<file path="src/rtl/conv2d_layer_sequencer.sv">
// Conv2d layer loop-nest sequencer: output channel -> input channel -> row -> column.
// Optional performance counters are enabled by defining CONV_SEQ_PERF_CNT_EN.
module conv2d_layer_sequencer #(
  parameter int unsigned IMG_WIDTH = 64,
  parameter int unsigned CNT_WIDTH = 8
) (
  input  logic                 clk,
  input  logic                 Reset,
  input  logic                 start,
  input  logic [CNT_WIDTH-1:0] cfg_in_channels,
  input  logic [CNT_WIDTH-1:0] cfg_out_channels,
  input  logic [CNT_WIDTH-1:0] cfg_height,
  input  logic                 kernel_valid,
  input  logic                 pix_valid,
  input  logic                 PE_ready,
  input  logic                 PE_with_buffers_IDLE,
  output logic                 Load_kernel_reg,
  output logic                 kernel_ack,
  output logic                 Stream_mid_row,
  output logic                 Stream_last_row,
  output logic                 Done_1row,
  output logic                 last_channel,
  output logic [CNT_WIDTH-1:0] b_counter_output,
  output logic                 busy,
  output logic                 done,
  output logic                 cfg_err
`ifdef CONV_SEQ_PERF_CNT_EN
  ,
  output logic [31:0]          stall_cycles,
  output logic [31:0]          active_cycles
`endif
);

  localparam int unsigned COL_W = $clog2(IMG_WIDTH);
  localparam logic [COL_W-1:0] COL_LAST = COL_W'(IMG_WIDTH - 1);
  localparam logic [CNT_WIDTH-1:0] ONE = CNT_WIDTH'(1);

  typedef enum logic [2:0] {
    S_IDLE, S_LOAD_K, S_WAIT_PE, S_STREAM, S_ROW_END, S_DRAIN, S_FIN
  } state_t;

  state_t state_q, state_d;

  logic [CNT_WIDTH-1:0] cin_q, cin_d, cout_q, cout_d, height_q, height_d;
  logic [CNT_WIDTH-1:0] ic_q, ic_d, row_q, row_d, oc_q, oc_d;
  logic [COL_W-1:0]     col_q, col_d;

  logic load_d, mid_d, last_d, row_done_d, lastch_d, busy_d, done_d, cfg_err_d;
  logic cfg_ok, last_row, last_ic, last_oc;

  assign cfg_ok   = (|cfg_in_channels) && (|cfg_out_channels) && (|cfg_height);
  assign last_row = (row_q == height_q - ONE);
  assign last_ic  = (ic_q == cin_q - ONE);
  assign last_oc  = (oc_q == cout_q - ONE);

  assign b_counter_output = oc_q;

  // Next-state, counter and registered-output decode
  always_comb begin
    state_d    = state_q;
    cin_d      = cin_q;
    cout_d     = cout_q;
    height_d   = height_q;
    ic_d       = ic_q;
    row_d      = row_q;
    oc_d       = oc_q;
    col_d      = col_q;
    load_d     = 1'b0;
    mid_d      = 1'b0;
    last_d     = 1'b0;
    row_done_d = 1'b0;
    done_d     = 1'b0;
    cfg_err_d  = 1'b0;
    busy_d     = 1'b0;
    lastch_d   = 1'b0;

    case (state_q)
      S_IDLE: begin
        if (start) begin
          if (cfg_ok) begin
            cin_d    = cfg_in_channels;
            cout_d   = cfg_out_channels;
            height_d = cfg_height;
            ic_d     = '0;
            row_d    = '0;
            oc_d     = '0;
            col_d    = '0;
            state_d  = S_LOAD_K;
          end else begin
            cfg_err_d = 1'b1;
          end
        end
      end
      S_LOAD_K: begin
        if (kernel_valid) begin
          load_d  = 1'b1;
          state_d = S_WAIT_PE;
        end
      end
      S_WAIT_PE: begin
        if (PE_ready) state_d = S_STREAM;
      end
      S_STREAM: begin
        if (pix_valid) begin
          mid_d  = !last_row;
          last_d = last_row;
          if (col_q == COL_LAST) state_d = S_ROW_END;
          else                   col_d   = col_q + COL_W'(1);
        end
      end
      S_ROW_END: begin
        row_done_d = 1'b1;
        col_d      = '0;
        if (!last_row) begin
          row_d   = row_q + ONE;
          state_d = S_WAIT_PE;
        end else begin
          row_d = '0;
          if (!last_ic) begin
            ic_d    = ic_q + ONE;
            state_d = S_LOAD_K;
          end else begin
            state_d = S_DRAIN;
          end
        end
      end
      S_DRAIN: begin
        // Output BRAM has been drained with bias once the PE wrapper reports idle
        if (PE_with_buffers_IDLE) begin
          if (!last_oc) begin
            oc_d    = oc_q + ONE;
            ic_d    = '0;
            state_d = S_LOAD_K;
          end else begin
            done_d  = 1'b1;
            state_d = S_FIN;
          end
        end
      end
      S_FIN:   state_d = S_IDLE;
      default: state_d = S_IDLE;
    endcase

    busy_d   = (state_d != S_IDLE) && (state_d != S_FIN);
    lastch_d = busy_d && (ic_d == cin_d - ONE);
  end

  // State, counters and output registers
  always_ff @(posedge clk) begin
    if (Reset) begin
      state_q         <= S_IDLE;
      cin_q           <= '0;
      cout_q          <= '0;
      height_q        <= '0;
      ic_q            <= '0;
      row_q           <= '0;
      oc_q            <= '0;
      col_q           <= '0;
      Load_kernel_reg <= 1'b0;
      kernel_ack      <= 1'b0;
      Stream_mid_row  <= 1'b0;
      Stream_last_row <= 1'b0;
      Done_1row       <= 1'b0;
      last_channel    <= 1'b0;
      busy            <= 1'b0;
      done            <= 1'b0;
      cfg_err         <= 1'b0;
    end else begin
      state_q         <= state_d;
      cin_q           <= cin_d;
      cout_q          <= cout_d;
      height_q        <= height_d;
      ic_q            <= ic_d;
      row_q           <= row_d;
      oc_q            <= oc_d;
      col_q           <= col_d;
      Load_kernel_reg <= load_d;
      kernel_ack      <= load_d;
      Stream_mid_row  <= mid_d;
      Stream_last_row <= last_d;
      Done_1row       <= row_done_d;
      last_channel    <= lastch_d;
      busy            <= busy_d;
      done            <= done_d;
      cfg_err         <= cfg_err_d;
    end
  end

`ifdef CONV_SEQ_PERF_CNT_EN
  logic start_acc_c, stall_c;

  assign start_acc_c = (state_q == S_IDLE) && start && cfg_ok;
  assign stall_c     = (state_q == S_WAIT_PE)
                    || ((state_q == S_LOAD_K) && !kernel_valid)
                    || ((state_q == S_STREAM) && !pix_valid);

  // Saturating counters; they hold after done until the next accepted start
  always_ff @(posedge clk) begin
    if (Reset || start_acc_c) begin
      stall_cycles  <= '0;
      active_cycles <= '0;
    end else begin
      if (stall_c && (stall_cycles != '1)) stall_cycles  <= stall_cycles + 32'd1;
      if (busy && (active_cycles != '1))   active_cycles <= active_cycles + 32'd1;
    end
  end
`endif

endmodule

</file>
<file path="config.mk">
export PLATFORM = sky130hd
export DESIGN_NAME = conv2d_layer_sequencer
export DESIGN_NICKNAME = d
export VERILOG_FILES = /design/src/rtl/conv2d_layer_sequencer.sv
export SDC_FILE = /design/constraint.sdc
export NUM_CORES = 1
export LEC_CHECK = 0
export CORE_MARGIN = 1.5
export CORE_UTILIZATION = 60
export DETAILED_ROUTE_END_ITERATION = 7
export PLACE_DENSITY = 0.85
export SLEW_MARGIN = 20
export SYNTH_ARGS = -nofsm -noshare
export SYNTH_HDL_FRONTEND = slang
export SYNTH_SLANG_ARGS = --single-unit
</file>
<file path="constraint.sdc">
create_clock -name clk -period 8.19 [get_ports clk]
set_input_delay 1.638 -clock clk [delete_from_list [all_inputs] [get_ports clk]]
set_output_delay 1.638 -clock clk [all_outputs]
set_load 0.1 [all_outputs]
</file>
# Word-level counts from Yosys, hierarchy flattened
# Index checks and enable logic that the tools add are counted.
word_totals:
  out_inout_bits: 17
  reg_bits: 65
  word_cells: 106
  in_bits: 31
classes:
  eq_ne: 17
  muxes: 37
  addsub: 8
  reduce_logical: 21
  n_bitwise: 7
ops:
  columns: ["operator", "count"]
  rows:
  - ["8-bit two-way mux", 14]
  - ["8-bit equality test", 4]
  - ["8-bit case mux with 2 select lines", 2]
  - ["8-bit by 1-bit subtractor with 8-bit output, second input constant", 4]
  - ["3-bit two-way mux", 10]
  - ["8-bit by 1-bit adder with 8-bit output, second input constant", 3]
  - ["6-bit two-way mux", 4]
  - ["8-bit case mux with 3 select lines", 1]
  - ["8-bit OR reduction", 3]
  - ["3-bit case mux with 6 select lines", 1]
  - ["6-bit case mux with 3 select lines", 1]
  - ["2-bit inequality test, second input constant", 6]
  - ["5-bit AND reduction", 2]
  - ["3-bit OR reduction", 3]
  - ["1-bit NOT", 7]
  - ["6-bit by 1-bit adder with 6-bit output, second input constant", 1]
  - ["3-bit by 2-bit equality test with 1-bit output, second input constant", 2]
  - ["3-bit equality test, second input constant", 2]
  - ["6-bit equality test, second input constant", 1]
  - ["3-bit AND reduction", 2]
  - ["3-bit nonzero test", 2]
  - ["1-bit logical AND", 4]
  - ["1-bit two-way mux", 4]
  - ["2-bit nonzero test", 2]
  - ["5 further kinds", 5]

# Longest topological paths before layout
# Gate-level depths: netlist (run 1).
depth:
  ltp_word: 9
  ltp_mapped: 14
  mapped_depth_nobuf: 13

# Worst setup path after synthesis (run 1)
# OpenSTA, ideal clock, no wires.
synth_path:
  path_kind: "input-to-reg"
  start: "input cfg_in_channels[1]"
  end: "register last_channel"
  n_path_buf: 1
  arrival_ns: 4.708
  setup_time_ns: 0.087
  stages: 13
  t_required_ns: 8.103
  slack_ns: 3.395
  path_cell_list: "or4_1 > nor2_1 > or4b_1 > nor3_1 > clkbuf_1 > mux2i_1 > ha_1 > nand2_1 > or3_1 > xnor2_1 > a21oi_1 > xnor2_1 > nor4b_2"
synth_via:
  elab_chain_cells: 9
  elab_cells_between_ends: 18
  cone_classes: "add/sub: 1; eq/ne: 2; mux: 9; reduce/logical: 6"
synth_lines:
  columns: ["element", "line_no", "text"]
  rows:
  - ["start, declared", "10", "input logic [CNT_WIDTH-1:0] cfg_in_channels,"]
  - ["8-bit OR reduction", "51", "assign cfg_ok = (|cfg_in_channels) && (|cfg_out_channels) && (|cfg_height);"]
  - ["1-bit logical AND (2 in a row)", "51", null]
  - ["8-bit two-way mux or 3-bit two-way mux (tied branches)", "80", "if (cfg_ok) begin"]
  - ["8-bit two-way mux or 3-bit two-way mux (tied branches)", "79", "if (start) begin"]
  - ["8-bit two-way mux or 3-bit case mux with 6 select lines (tied branches)", "77", "case (state_q)"]
  - ["8-bit by 1-bit subtractor with 8-bit output, or another cell as far along", "145", "lastch_d = busy_d && (ic_d == cin_d - ONE);"]
  - ["8-bit equality test or 1-bit logical AND (tied branches)", "145, 144", null]
  - ["1-bit logical AND (*)", "145", null]
  - ["end signal, assigned", "182", "last_channel <= lastch_d;"]
  - ["end, declared", "22", "output logic last_channel,"]
# Every way passes the cells marked *; elsewhere a longest branch is shown, timed or not.
# A chain may end at the register's enable or synchronous reset.

# Final worst setup path (run 1)
layout_path:
  start: "input cfg_in_channels[2]"
  end: "register last_channel"
# The elaborated chain is that of the path after synthesis.

==> results.md, run 1 <==
- Main area contributors after synthesis: dfxtp_1, xnor2_1, nor2_1, mux2i_1, xor2_1
- DRC violations left: 0
- GP Congestion: ~0.91
- Diode count: 0
- Slew Limit Fails: 0
- Fmax: about 210 MHz
- Post-synth ARST share: 0%
- Mapped Area: about 3900 um2
- Startpoint types: primary input
- Die height: roughly 83 um
- Fraction of final layout cells sized beyond drive strength 1: 6.59%
- Pin count of the biggest net entering global routing: 48
- Starting density of the core: between 60% and 70%
- Leakage: 1.69 nW
- Routed Antenna Nets: 0
- # H-tree levels: 3
- Setup_tns: 0 ps
- Vias in the first global route: 3,275
- Cell family with most CP delay: simple AND/OR/NAND/NOR gates
- # hold bufs at CTS: 0
- Total power: 0.802 mW
- Worst path required time: 8460 ps
- Post-cts sizing count: 0
- Initial antenna violation count: 0
- Netlist cell types: 66
- Area leader, netlist: dfxtp_1
- DIE AREA: just under 7000 um2
- Root Driver: clkbuf_8
- DRT iter0 DRCs: ~180
- CP Capture Type: flip-flop
- Avg Inst Size Synth: about 8.4 um2
- DR pass1 iterations: 4
- Synth Register Bits: 65
- Critical path buffers and inverters: 1
- First-pass GRT wire length: roughly 15 mm
- Worst skew pair latency: about 360 ps
- Max Root-Sink Buffers: 2
- Post-Synthesis Cells: 459
- Crit Path Max Fanout: 4
- Worst Tran Pin Value: approximately 1000 ps
- Placed Area: between 4000 and 5000 um2
- RSZ-0062 raised after global routing: false
- Post-synth EDFFs: 0
- Synthesis-to-finish area growth: 17.8%
- Cell Pwr Density: ~180 nW/um2
- Crit-path most repeated cell: xnor2_1
- Clock-pin slew on the worst setup and hold paths: 70 ps
- Max-Cap Viols: 0
- Post-CTS Setup Inserts: 0
- Final hold violations: 0
- Non-Filler Cell Area, Final: about 4600 um2
- Commonest cells in the synthesized netlist: nor2_1, dfxtp_1, xnor2_1
- Remaining global-route overflow: 0
- Via Count: between 3,000 and 4,000
- PortBufs: 47
- Syn Nets: 498
- Most numerous cell in the Yosys netlist: nor2_1
- Nets: approximately 540
- Top cell type's share of synthesized area: around a third
- CP max stage delay: between 500 and 600 ps
- I/O pins: between 40 and 50
- Setup CP Type: in -> reg
- Crit path cell chain: clkdlybuf4s50_1, or4_1, nor2_1, or4b_1, nor3_2, mux2i_1, ha_1, nand2_1, or3_1, xnor2_1, a21oi_1, xnor2_1, nor4b_2
- WL/cell: between 15 and 20 um
- Inserted Clock Buffers: 9
- Vias per inst: 5.92
- Tmin final: ~4700 ps
- Arr. time, crit path: ~5000 ps
- Finished Core Util: between 70 and 80%
- CP max-delay cell: clkdlybuf4s50_1
- Final worst path period share: ~58%
- Worst relative slew slack: about a third
- Final worst slack: approximately 3500 ps
- Pre-CTS setup slack: 3110 ps
- # rows: 29
- Core area: about 6300 um2
- CTS tree: done
- Main flop type after synthesis: dfxtp_1
- Hold WC Path Type: reg -> reg
- Hpwl dp: about 6.5 mm
- Ys Warns: 0
- Peak supply drop: 0.114 mV
- Register area share after synthesis: about a third
- Post-Route Skew: ~9.4 ps
- Total Routing Usage GR: approximately 28%
- WL final: approximately 9 mm
- Sink Count: 65
- Status: finished clean
- Die Width: approximately 83 um
- Final setup viols: 0
path summary, 6_finish.rpt:
path	depth (start not counted)	start	end	slack, ps
setup / recovery	13	cfg_in_channels[2]	last_channel	3460
hold / removal	2	height_q[7]	height_q[7]	530
setup reg to reg	10	height_q[0]	last_channel	4750
hold reg to reg	2	height_q[7]	height_q[7]	530
where the power goes:
| part | internal, mW | switching, mW |
|---|---|---|
| clock | 0.148 | 0.121 |
| combinational | 0.0845 | 0.100 |
| sequential | 0.329 | 0.0194 |
| total | 0.562 | 0.240 |
through the flow:
| step | hold slack [ps] | std cells |
|---|---|---|
| 2_1_floorplan | 482 | 459 |
| 3_3_place_gp | 501 | 562 |
| 3_5_place_dp | 517 | 562 |
| 4_1_cts | 535 | 578 |
| 5_1_grt | 573 | 578 |
| 6_report | 528 | 578 |
placed cells by master, fill, tap and decap left out, types with 16 or more instances in the layout:
master	instances
clkdlybuf4s50_1	47
nor3_1	17
a21oi_1	16
dfxtp_1	65
nand3_1	16
mux2i_1	25
xnor2_1	40
nor2_1	75
xor2_1	19
nand2_1	24
cell type report:
cell class	instances	area (um2)
Timing Repair Buffer	50	493
Inverter	13	48.8
Tap cell	77	96.3
Multi-Input combinational cell	357	2430
Clock inverter	3	40.0
Clock buffer	13	149
Sequential cell	65	1300
Fill cell	478	1720
layer usage:
layer	GRT usage (%)	routed length [um]
met1	36.3	3990
met2	44.3	4360
met3	6.76	580
met4	9.39	161
met5	0	0
flip-flops by register name, summed over array words and instances, names as in the netlist:
name / cells
Stream_mid_row: 1
b_counter_output: 8
cfg_err: 1
Done_1row: 1
done: 1
state_q: 3
Stream_last_row: 1
cout_q: 8
last_channel: 1
row_q: 8
busy: 1
ic_q: 8
kernel_ack: 1
cin_q: 8
col_q: 6
height_q: 8
cell families (layout without fill, tap and decap cells):
kind of cell,Yosys count,count (layout),share of synthesized area (%)
flops,65,65,33.6
fa+ha+maj,8,8,2.59
xor+xnor,60,60,14.0
compound gates,63,63,12.2
simple gates,200,200,26.6
buf+inv,37,79,3.98
mux,26,26,7.05
worst register-to-register path, delay by kind of cell, from the launching register on:
family | cells | cell delay (ps)
DFF | 1 | 360
AOI/OAI and AO/OA | 5 | 1190
and+or+nand+nor | 4 | 1640
xor gates and xnor gates | 1 | 170
(Power assumes the default switching activity.)
==> inputs of run 2 (changes only) <==
--- a/config.mk
+++ b/config.mk
@@ -6,9 +6,9 @@
 export NUM_CORES = 1
 export LEC_CHECK = 0
 export CORE_MARGIN = 1.5
-export CORE_UTILIZATION = 60
+export CORE_UTILIZATION = 56
 export DETAILED_ROUTE_END_ITERATION = 7
-export PLACE_DENSITY = 0.85
+export PLACE_DENSITY = 0.8
 export SLEW_MARGIN = 20
 export SYNTH_ARGS = -nofsm -noshare
 export SYNTH_HDL_FRONTEND = slang
==> constraint.sdc (replaced) <==
create_clock -name clk -period 4.5 [get_ports clk]
set_input_delay 0.9 -clock clk [delete_from_list [all_inputs] [get_ports clk]]
set_output_delay 0.9 -clock clk [all_outputs]
set_load 0.1 [all_outputs]
==> run 2 against run 1 <==
  * Sequential power is 83% higher
  * Combinational power is 83% higher
  * Critical path type unchanged
  * Setup slack got worse by 2900 ps
==> results.md, run 2 (same netlist as run 1, synthesis figures left out) <==
- Status: finished clean
- Met3 GRT Util: 6.06% (-0.70 points)
- Final worst path period share: approximately 87%
- Inserted Clock Buffers: 9 (unchanged)
- Most frequent cells in the layout: nor2_1, dfxtp_1, clkdlybuf4s50_1
- Fill cells: 553 (+16%)
- Diode count: 0 (unchanged)
- Crit path cell chain: clkdlybuf4s50_1, or4_1, nor2_1, or4b_1, nor3_2, mux2i_1, ha_1, nand2_1, or3_1, xnor2_1, a21oi_1, xnor2_1, nor4b_2
- Startpoint types: primary input
- Arr. time, crit path: 4170 ps (-840 ps)
- Root Driver: clkbuf_8
- Starting density of the core: 57.6% (-4.1 points)
- Max Root-Sink Buffers: 2 (unchanged)
- First-pass GRT wire length: 14.8 mm (-4.1%)
- Hpwl dp: 6.62 mm (+1.2%)
- WL/cell: 15.5 um (-1.4%)
- Met1 Resource Use GR: 29.7% (-6.5 points)
- Crit Path Max Fanout: 4 (unchanged)
- Sink Count: 65 (unchanged)
- Vias in the first global route: 3,285 (+0.31%)
- Core area: 6720 um2 (+7.0%)
- Hold WC Path Type: reg -> reg
- CP max stage delay: 520 ps (about the same)
- Vias per inst: 5.88 (-0.63%)
- CTS tree: done
- Worst path required time: 4760 ps (-3700 ps)
- Leakage: 1.71 nW (+0.89%)
- P_sw: 0.446 mW (+85%)
- DIE AREA: 7410 um2 (+6.9%)
- Commonest non-fill, non-tap cell in the layout: nor2_1
- Met2 GRT Util: 44.9% (+0.54 points)
- Sw Share: 30.0% (+0.040 points)
- Clock power frac: 34.4% (+0.9 points)
- Total Routing Usage GR: 25.4% (-2.1 points)
- Cell Pwr Density: 324 nW/um2 (+84%)
- RSZ-0062 raised after global routing: false
- Nets: 537 (+0.37%)
- Setup CP Type: in -> reg
- WL final: 9.04 mm (-0.51%)
- Pin count of the biggest net entering global routing: 48 (unchanged)
- I/O pins: 48 (unchanged)
- Via Count: 3,427 (+0.23%)
- Final setup viols: 0 (unchanged)
- # rows: 30 (+3.4%)
- Final hold violations: 0 (unchanged)
- Post-Route Hold Slack: 520 ps (-8.08 ps)
- GP Congestion: 0.860 (-4.9%)
- DRC violations left: 0 (unchanged)
- DR pass1 iterations: 7 (+3)
- PortBufs: 47 (unchanged)
- P_int: 1.04 mW (+85%)
- Worst relative slew slack: 34.3% (-0.56 points)
- Logic pwr share: 22.8% (-0.2 points)
- # H-tree levels: 3 (unchanged)
- Setup_tns: 0 ps (unchanged)
- DRT iter0 DRCs: 192 (+4.3%)
- Post-Route Skew: 7.34 ps (-2.03 ps)
- CP max-delay cell: clkdlybuf4s50_1
- Critical path buffers and inverters: 1 (unchanged)
- Reg area: 1300 um2 (unchanged)
- Crit-path most repeated cell: xnor2_1
- Die Width: 86.1 um (+3.4%)
- Fraction of final layout cells sized beyond drive strength 1: 7.36% (+0.77 points)
- Fmax: approximately 260 MHz
- Tmin final: a little under 4000 ps
- Max-Cap Viols: 0 (unchanged)
- Worst skew pair latency: 350 ps (about the same)
- Post-CTS Setup Inserts: 0 (unchanged)
- Footprint of the multi-input gates: 2420 um2 (-0.36%)
- Slew Limit Fails: 0 (unchanged)
- Remaining global-route overflow: 0 (unchanged)
- CP Capture Type: flip-flop
- Die height: 86.1 um (+3.4%)
- Routed Antenna Nets: 0 (unchanged)
- Clock-pin slew on the worst setup and hold paths: 70 ps (about the same)
- Reg power frac: 42.8% (-0.6 points)
- Cell family with most CP delay: simple AND/OR/NAND/NOR gates
- Worst Tran Pin Value: 983 ps (+8.44 ps)
- # hold bufs at CTS: 0 (unchanged)
- Grt peak-use layer: met2
- Initial antenna violation count: 0 (unchanged)
- Synthesis-to-finish area growth: 18.5%
- Peak supply drop: 0.174 mV (+53%)
- Post-cts sizing count: 0 (unchanged)
run 2: changes by cell type in the layout (fill, tap and decap cells not counted):
cell | before | now
buf_4 | 3 | 5
clkbuf_1 | 3 | 1
clkbuf_8 | 10 | 11
clkinv_2 | 2 | 1
clkinv_4 | 0 | 1
clkinvlp_4 | 0 | 1
nor4_2 | 0 | 1
nor4_4 | 1 | 0
run 2: path summary, 6_finish.rpt:
check	slack, ps	cells past startpoint	endpoint	startpoint
worst max-delay path	590	13	last_channel	cfg_in_channels[0]
worst max register to register	1020	11	last_channel	cin_q[2]
worst min-delay path	520	2	cout_q[7]	cout_q[7]
worst min register to register	520	2	cout_q[7]	cout_q[7]
run 2: final cells by class:
| type | count | share of cell area (%) |
|---|---|---|
| clock inverter | 4 | 1.12 |
| tap | 80 | 2.18 |
| clock buffer | 12 | 3.39 |
| timing repair buffer | 52 | 11.1 |
| multi-input combinational | 357 | 52.8 |
| sequential | 65 | 28.4 |
| inverter | 13 | 1.06 |
run 2: power by group through the flow:
stage / sequential, mW / clock, mW / combinational [mW]
floorplan: 0.651 / 0 / 0.242
global placement: 0.647 / 0 / 0.325
detailed placement: 0.648 / 0 / 0.335
CTS: 0.635 / 0.520 / 0.339
global route: 0.640 / 0.548 / 0.369
finish: 0.636 / 0.511 / 0.339
run 2: stage by stage:
stage | area, um2 | util (%) | setup slack, ps | total power [mW] | std cells
floorplan | 3870 | - | 443 | 0.894 | 459
global placement | 4380 | 65.1 | 385 | 0.972 | 567
detailed placement | 4380 | 65.1 | 259 | 0.983 | 567
CTS | 4580 | 68.2 | 611 | 1.49 | 583
global route | 4580 | 68.2 | 372 | 1.56 | 583
finish | 4580 | 68.2 | 594 | 1.49 | 583
run 2: worst register-to-register path: stages (launching register included):
cell      delay (ps)
dfxtp_1          380
or4_1            650
or4b_1           540
and4_4           220
a211oi_4         260
nor4_2            70
buf_4            190
and3_1           180
a211oi_1         350
xnor2_1          170
nand4_1          130
nor4b_2          260
run 2: layer usage:
layer | vias up | wire, um
met5 | - | 0
met4 | 0 | 187
met3 | 17 | 390
met2 | 84 | 4490
met1 | 1632 | 3970
li1 | 1694 | -
